`src/rtl/sigmoid_series_eval.sv`:
```
// Sequential sigmoid evaluator: per-segment Horner polynomial in d = |x| - seg,
// one multiply per cycle, host-programmable coefficient table, valid/ready I/O.
module sigmoid_series_eval #(
    parameter int DWIDTH = 32,
    parameter int FRAC   = 24,
    parameter int NSEG   = 6,
    parameter int NTERMS = 3,
    parameter int SEGW   = 3,
    parameter int TERMW  = 2
) (
    input  logic              clk,
    input  logic              rst,
    input  logic              in_valid,
    output logic              in_ready,
    input  logic [DWIDTH-1:0] in_x,
    output logic              out_valid,
    input  logic              out_ready,
    output logic [DWIDTH-1:0] out_y,
    input  logic              cfg_we,
    input  logic [SEGW-1:0]   cfg_seg,
    input  logic [TERMW-1:0]  cfg_term,
    input  logic [DWIDTH-1:0] cfg_data,
    output logic              cfg_ready,
    output logic              busy
);

    localparam logic signed [DWIDTH-1:0] ONE    = DWIDTH'(1) << FRAC;
    localparam logic signed [DWIDTH-1:0] MAXV   = {1'b0, {(DWIDTH-1){1'b1}}};
    localparam logic signed [DWIDTH-1:0] MINV   = {1'b1, {(DWIDTH-1){1'b0}}};
    localparam logic [SEGW-1:0]          SEGSAT = SEGW'(NSEG - 1);
    localparam logic [TERMW-1:0]         KTOP   = TERMW'(NTERMS - 2);

    typedef enum logic [2:0] {
        S_IDLE = 3'd0,
        S_LOAD = 3'd1,
        S_MAC  = 3'd2,
        S_FOLD = 3'd3,
        S_DONE = 3'd4
    } state_t;

    state_t                     state_r;
    logic signed [DWIDTH-1:0]   coef_r [NSEG][NTERMS];
    logic                       neg_r;
    logic [SEGW-1:0]            seg_r;
    logic signed [DWIDTH-1:0]   d_r;
    logic signed [DWIDTH-1:0]   acc_r;
    logic [TERMW-1:0]           k_r;
    logic                       in_ready_r;
    logic                       out_valid_r;
    logic [DWIDTH-1:0]          out_y_r;
    logic                       cfg_ready_r;
    logic                       busy_r;

    logic                       accept_s;
    logic                       cfg_ok_s;
    logic signed [DWIDTH-1:0]   ax_s;
    logic [DWIDTH-1:0]          segq_s;
    logic [SEGW-1:0]            seg_s;
    logic signed [DWIDTH-1:0]   d_s;
    logic signed [2*DWIDTH-1:0] prod_s;
    logic signed [2*DWIDTH-1:0] shr_s;
    logic signed [DWIDTH-1:0]   coef_k_s;
    logic signed [DWIDTH-1:0]   mac_s;
    logic signed [DWIDTH-1:0]   fold_s;

    // Clamp a DWIDTH+1 bit sum back into the signed DWIDTH range.
    function automatic logic signed [DWIDTH-1:0] sat(input logic signed [DWIDTH:0] v);
        if (v[DWIDTH] != v[DWIDTH-1]) begin
            return v[DWIDTH] ? MINV : MAXV;
        end else begin
            return v[DWIDTH-1:0];
        end
    endfunction

    assign in_ready  = in_ready_r;
    assign out_valid = out_valid_r;
    assign out_y     = out_y_r;
    assign cfg_ready = cfg_ready_r;
    assign busy      = busy_r;

    // Handshake qualifiers and segment decode of the incoming sample.
    always_comb begin
        accept_s = in_valid & in_ready_r;
        cfg_ok_s = cfg_we & cfg_ready_r &
                   (32'(cfg_seg) < NSEG) & (32'(cfg_term) < NTERMS);
        if (in_x[DWIDTH-1]) begin
            if ($signed(in_x) == MINV) begin
                ax_s = MAXV;
            end else begin
                ax_s = -$signed(in_x);
            end
        end else begin
            ax_s = $signed(in_x);
        end
        segq_s = ax_s >> FRAC;
        if (segq_s >= DWIDTH'(NSEG - 1)) begin
            seg_s = SEGSAT;
        end else begin
            seg_s = segq_s[SEGW-1:0];
        end
        d_s = ax_s - ({{(DWIDTH-SEGW){1'b0}}, seg_s} << FRAC);
    end

    // One Horner step and the sign fold for negative inputs.
    always_comb begin
        prod_s   = acc_r * d_r;
        shr_s    = prod_s >>> FRAC;
        coef_k_s = coef_r[seg_r][k_r];
        mac_s    = sat({shr_s[DWIDTH-1], shr_s[DWIDTH-1:0]} + {coef_k_s[DWIDTH-1], coef_k_s});
        if (neg_r) begin
            fold_s = sat({1'b0, ONE} - {acc_r[DWIDTH-1], acc_r});
        end else begin
            fold_s = acc_r;
        end
    end

    // Coefficient table; writes only land while idle and in range.
    always_ff @(posedge clk or posedge rst) begin
        if (rst) begin
            for (int s = 0; s < NSEG; s++) begin
                for (int t = 0; t < NTERMS; t++) begin
                    coef_r[s][t] <= {DWIDTH{1'b0}};
                end
            end
        end else if (cfg_ok_s) begin
            coef_r[cfg_seg][cfg_term] <= cfg_data;
        end
    end

    // Control FSM with registered handshake and status outputs.
    always_ff @(posedge clk or posedge rst) begin
        if (rst) begin
            state_r     <= S_IDLE;
            neg_r       <= 1'b0;
            seg_r       <= {SEGW{1'b0}};
            d_r         <= {DWIDTH{1'b0}};
            acc_r       <= {DWIDTH{1'b0}};
            k_r         <= {TERMW{1'b0}};
            in_ready_r  <= 1'b1;
            out_valid_r <= 1'b0;
            out_y_r     <= {DWIDTH{1'b0}};
            cfg_ready_r <= 1'b1;
            busy_r      <= 1'b0;
        end else begin
            case (state_r)
                S_IDLE: begin
                    if (accept_s) begin
                        neg_r       <= in_x[DWIDTH-1];
                        seg_r       <= seg_s;
                        d_r         <= d_s;
                        in_ready_r  <= 1'b0;
                        cfg_ready_r <= 1'b0;
                        busy_r      <= 1'b1;
                        state_r     <= S_LOAD;
                    end
                end
                S_LOAD: begin
                    if (seg_r == SEGSAT) begin
                        acc_r   <= ONE;
                        state_r <= S_FOLD;
                    end else begin
                        acc_r   <= coef_r[seg_r][NTERMS-1];
                        k_r     <= KTOP;
                        state_r <= S_MAC;
                    end
                end
                S_MAC: begin
                    acc_r <= mac_s;
                    if (k_r == {TERMW{1'b0}}) begin
                        state_r <= S_FOLD;
                    end else begin
                        k_r <= k_r - TERMW'(1);
                    end
                end
                S_FOLD: begin
                    out_y_r     <= fold_s;
                    out_valid_r <= 1'b1;
                    state_r     <= S_DONE;
                end
                S_DONE: begin
                    if (out_ready) begin
                        out_valid_r <= 1'b0;
                        in_ready_r  <= 1'b1;
                        cfg_ready_r <= 1'b1;
                        busy_r      <= 1'b0;
                        state_r     <= S_IDLE;
                    end
                end
                default: begin
                    out_valid_r <= 1'b0;
                    in_ready_r  <= 1'b1;
                    cfg_ready_r <= 1'b1;
                    busy_r      <= 1'b0;
                    state_r     <= S_IDLE;
                end
            endcase
        end
    end

endmodule

```
`config.mk`:
```
export PLATFORM = sky130hd
export DESIGN_NAME = sigmoid_series_eval
export DESIGN_NICKNAME = d
export VERILOG_FILES = /design/src/rtl/sigmoid_series_eval.sv
export SDC_FILE = /design/constraint.sdc
export NUM_CORES = 2
export LEC_CHECK = 0
export CORE_ASPECT_RATIO = 0.5
export CORE_MARGIN = 5
export CORE_UTILIZATION = 60
export DETAILED_ROUTE_END_ITERATION = 6
export PLACE_DENSITY_LB_ADDON = 0.1
export SETUP_SLACK_MARGIN = 0.2
export SYNTH_ARGS = -nofsm -noshare
export SYNTH_HDL_FRONTEND = slang
export SYNTH_SLANG_ARGS = --single-unit
```
`constraint.sdc`:
```
create_clock -name clk -period 28.6 [get_ports clk]
set_input_delay 5.72 -clock clk [delete_from_list [all_inputs] [get_ports clk]]
set_output_delay 5.72 -clock clk [all_outputs]
set_load 0.05 [all_outputs]
```
==> flow_summary.ini <==
[sta]
hold_viol_final = 0
report.final.setup_viol = 0
rsz0062_at_grt = false
period_share = 0.423
min_period_ps = 12090
tightest_slew_ps = 1350
finClkSkew_ps = 43.0
max_freq_ghz = 0.0827
setup_tns_ps = 0
finalMaxSlewViolations = 0
relSlewSlack = 0.100
hold_ws_ps = 483

[yosys]
synthesis.nets = 7471
synthArstFlopShare = 1.00
synth_top_area_frac = 0.294
synth_flop_cell = dfrtp_1
synth_edf_count = 0
synth.distinct_cells = 90
synth.top_cells.by_area = fa_1 29%, dfrtp_1 26%, mux2_2 10%
seq_area_frac_synth = 0.256
yosysWarnings = 0
netlist_instances = 6207
ys_ff_latch = 684
syn_area_sq_um = 66800
yosysTopAreaCell = fa_1
avgSynthCellArea_sq_um = 10.8

[place]
port_buffers = 109
gp_congestion = 0.949
dp_hpwl_um = 134000

[job]
maxCapViolations = 0

[detailed_routing]
route.detailed.drc = 0
wire_per_inst_um = 25.3
drt-pass1-iter-count = 6
vias = 46672
vias_per_cell = 6.13
drt-initial-drc-count = 3762
ant_nets = 0
wl_um = 193000

[critical_path]
cp.arrival_ps = 12660
cp-end-kind = flip-flop
cp_slowest_cell = o31ai_1
crit_buf_inv = 3
slowest_delay_ps = 990
start_kind = flip-flop
worstPathMaxFanout = 32
crit_type = reg -> reg
required_ps = 29160
r2r_slack_ps = 16510
cpMostUsedCell = fa_1
cp_top_family = adder cells

[clock_tree]
cts_buffer_depth = 3
clk_pin_slew_worst_paths_ps = 70
clk_latency_ps = 640
cts_inserted_buffers = 68
cts_max_level = 3
clkSinkCount = 684
clockRootBuffer = clkbuf_16
cts_tree = built
ctsResizeCount = 0
cts_setup_buffers = 0
cts-hold-fix-buffers = 0

[global_route]
grt_pass1_wl_um = 305000
grt_max_degree = 142
gr-usage-all-layers = 0.338
grt_pass1_vias = 51730
grt_overflow = 0
grt_antenna_before_repair = 11

[cells_and_area]
final_layout_size_suffix_gt1_frac = 0.162
synthToLayoutAreaGrowth_pct = 6.61
nets = 7326

[floorplan]
pin_count = 110
row_count = 86
die-area_sq_um = 119000
initial_utilization = 0.605
die_x_um = 482
core_sq_um = 110000
die_h_um = 246

[status]
status = complete, no violations

[min_path]
min_path_type = reg -> reg
==> cell usage in the layout, fill, tap and decap left out, drive strengths merged, types with 12 or more instances in the layout <==
master	Yosys	layout
nand3	35	35
o22a	27	27
a31oi	20	20
clkbuf	338	100
nor3	35	35
ha	207	207
nor2b	29	29
or3	14	14
dfrtp	683	683
xnor2	74	74
a21oi	192	192
nand2b	32	32
inv	906	914
mux2	610	610
clkdlybuf4s50	0	109
nor2	92	92
and3	28	28
o22ai	62	62
or4	12	12
buf	84	98
nor4	14	14
o31ai	18	18
xor2	41	41
mux4	128	128
a22oi	33	33
nand2	678	678
fa	983	983
a21o	50	50
o21a	14	14
o21ai	110	110
and2	506	506
==> worst paths after layout <==
| check | from | end | depth (start not counted) |
|---|---|---|---|
| setup / recovery | acc_r[8] | acc_r[30] | 31 |
| hold / removal | d_r[3] | d_r[3] | 2 |
| setup reg to reg | acc_r[8] | acc_r[30] | 31 |
| hold reg to reg | d_r[3] | d_r[3] | 2 |
| max in group asynchronous | rst | acc_r[22] | 4 |
| min in group asynchronous | rst | coef_r[264] | 2 |
==> kinds of logic after synthesis <==
kind of cell | after synthesis | share of synthesized area
compound gates | 625 | 0.0597
xor+xnor | 115 | 0.0151
fa+ha+maj | 1190 | 0.333
buf+inv | 1330 | 0.0750
flops | 684 | 0.256
mux | 743 | 0.147
simple gates | 1520 | 0.114
==> routing by layer <==
metal / share of wire / vias to the layer above / track usage
li1: - / 19593 / -
met1: 0.39 / 24618 / 0.436
met2: 0.48 / 1907 / 0.559
met3: 0.081 / 550 / 0.0732
met4: 0.048 / 4 / 0.145
met5: 0.000093 / - / 0
==> cell usage after synthesis (33+ instances only) <==
cell type / n
a21oi_1: 192
nand2_1: 678
ha_1: 207
xor2_1: 41
and2_1: 506
a21o_1: 50
mux4_2: 128
nor2_1: 91
nor3_1: 33
buf_1: 72
dfrtp_1: 683
inv_1: 906
a22oi_1: 33
clkbuf_1: 338
nand3_1: 33
o21ai_0: 99
xnor2_1: 74
mux2_2: 609
fa_1: 983
o22ai_1: 62
==> worst register-to-register path, delay by kind of cell, from the launching register on <==
kind,cells,cell delay (ps)
flops,1,600
fa+ha+maj,10,4710
simple gates,8,2200
buf+inv,3,600
compound gates,10,3930
==> per-stage QoR <==
| stage | util | instances | cell area [sq um] | setup WS [ps] |
|---|---|---|---|---|
| 2_1_floorplan | - | 6207 | 66800 | 3710 |
| 3_3_place_gp | 0.625 | 7487 | 69000 | 16880 |
| 3_5_place_dp | 0.625 | 7487 | 69000 | 16700 |
| 4_1_cts | 0.645 | 7609 | 71200 | 16620 |
| 5_1_grt | 0.645 | 7611 | 71200 | 15900 |
| 6_report | 0.645 | 7618 | 71300 | 16510 |
==> registers in the layout, summed over array words and instances (netlist names) <==
register and cells:
d_r 32, out_y 32, busy 1, acc_r 32, seg_r 3, state_r 3
out_valid 1, k_r 2, cfg_ready 1, coef_r 576, neg_r 1
==> final cells by class <==
type	count	area [sq um]
Clock inverter	22	285
Antenna cell	8	20.0
Inverter	908	3420
Tap cell	1496	1870
Fill cell	8737	39100
Multi-Input combinational cell	4193	44800
Sequential cell	684	17100
Clock buffer	100	1890
Timing Repair Buffer	207	1850
Power is left out: the tool's default activity adds up to more than one toggle a clock period on the data nets, which glitch-free logic cannot reach.
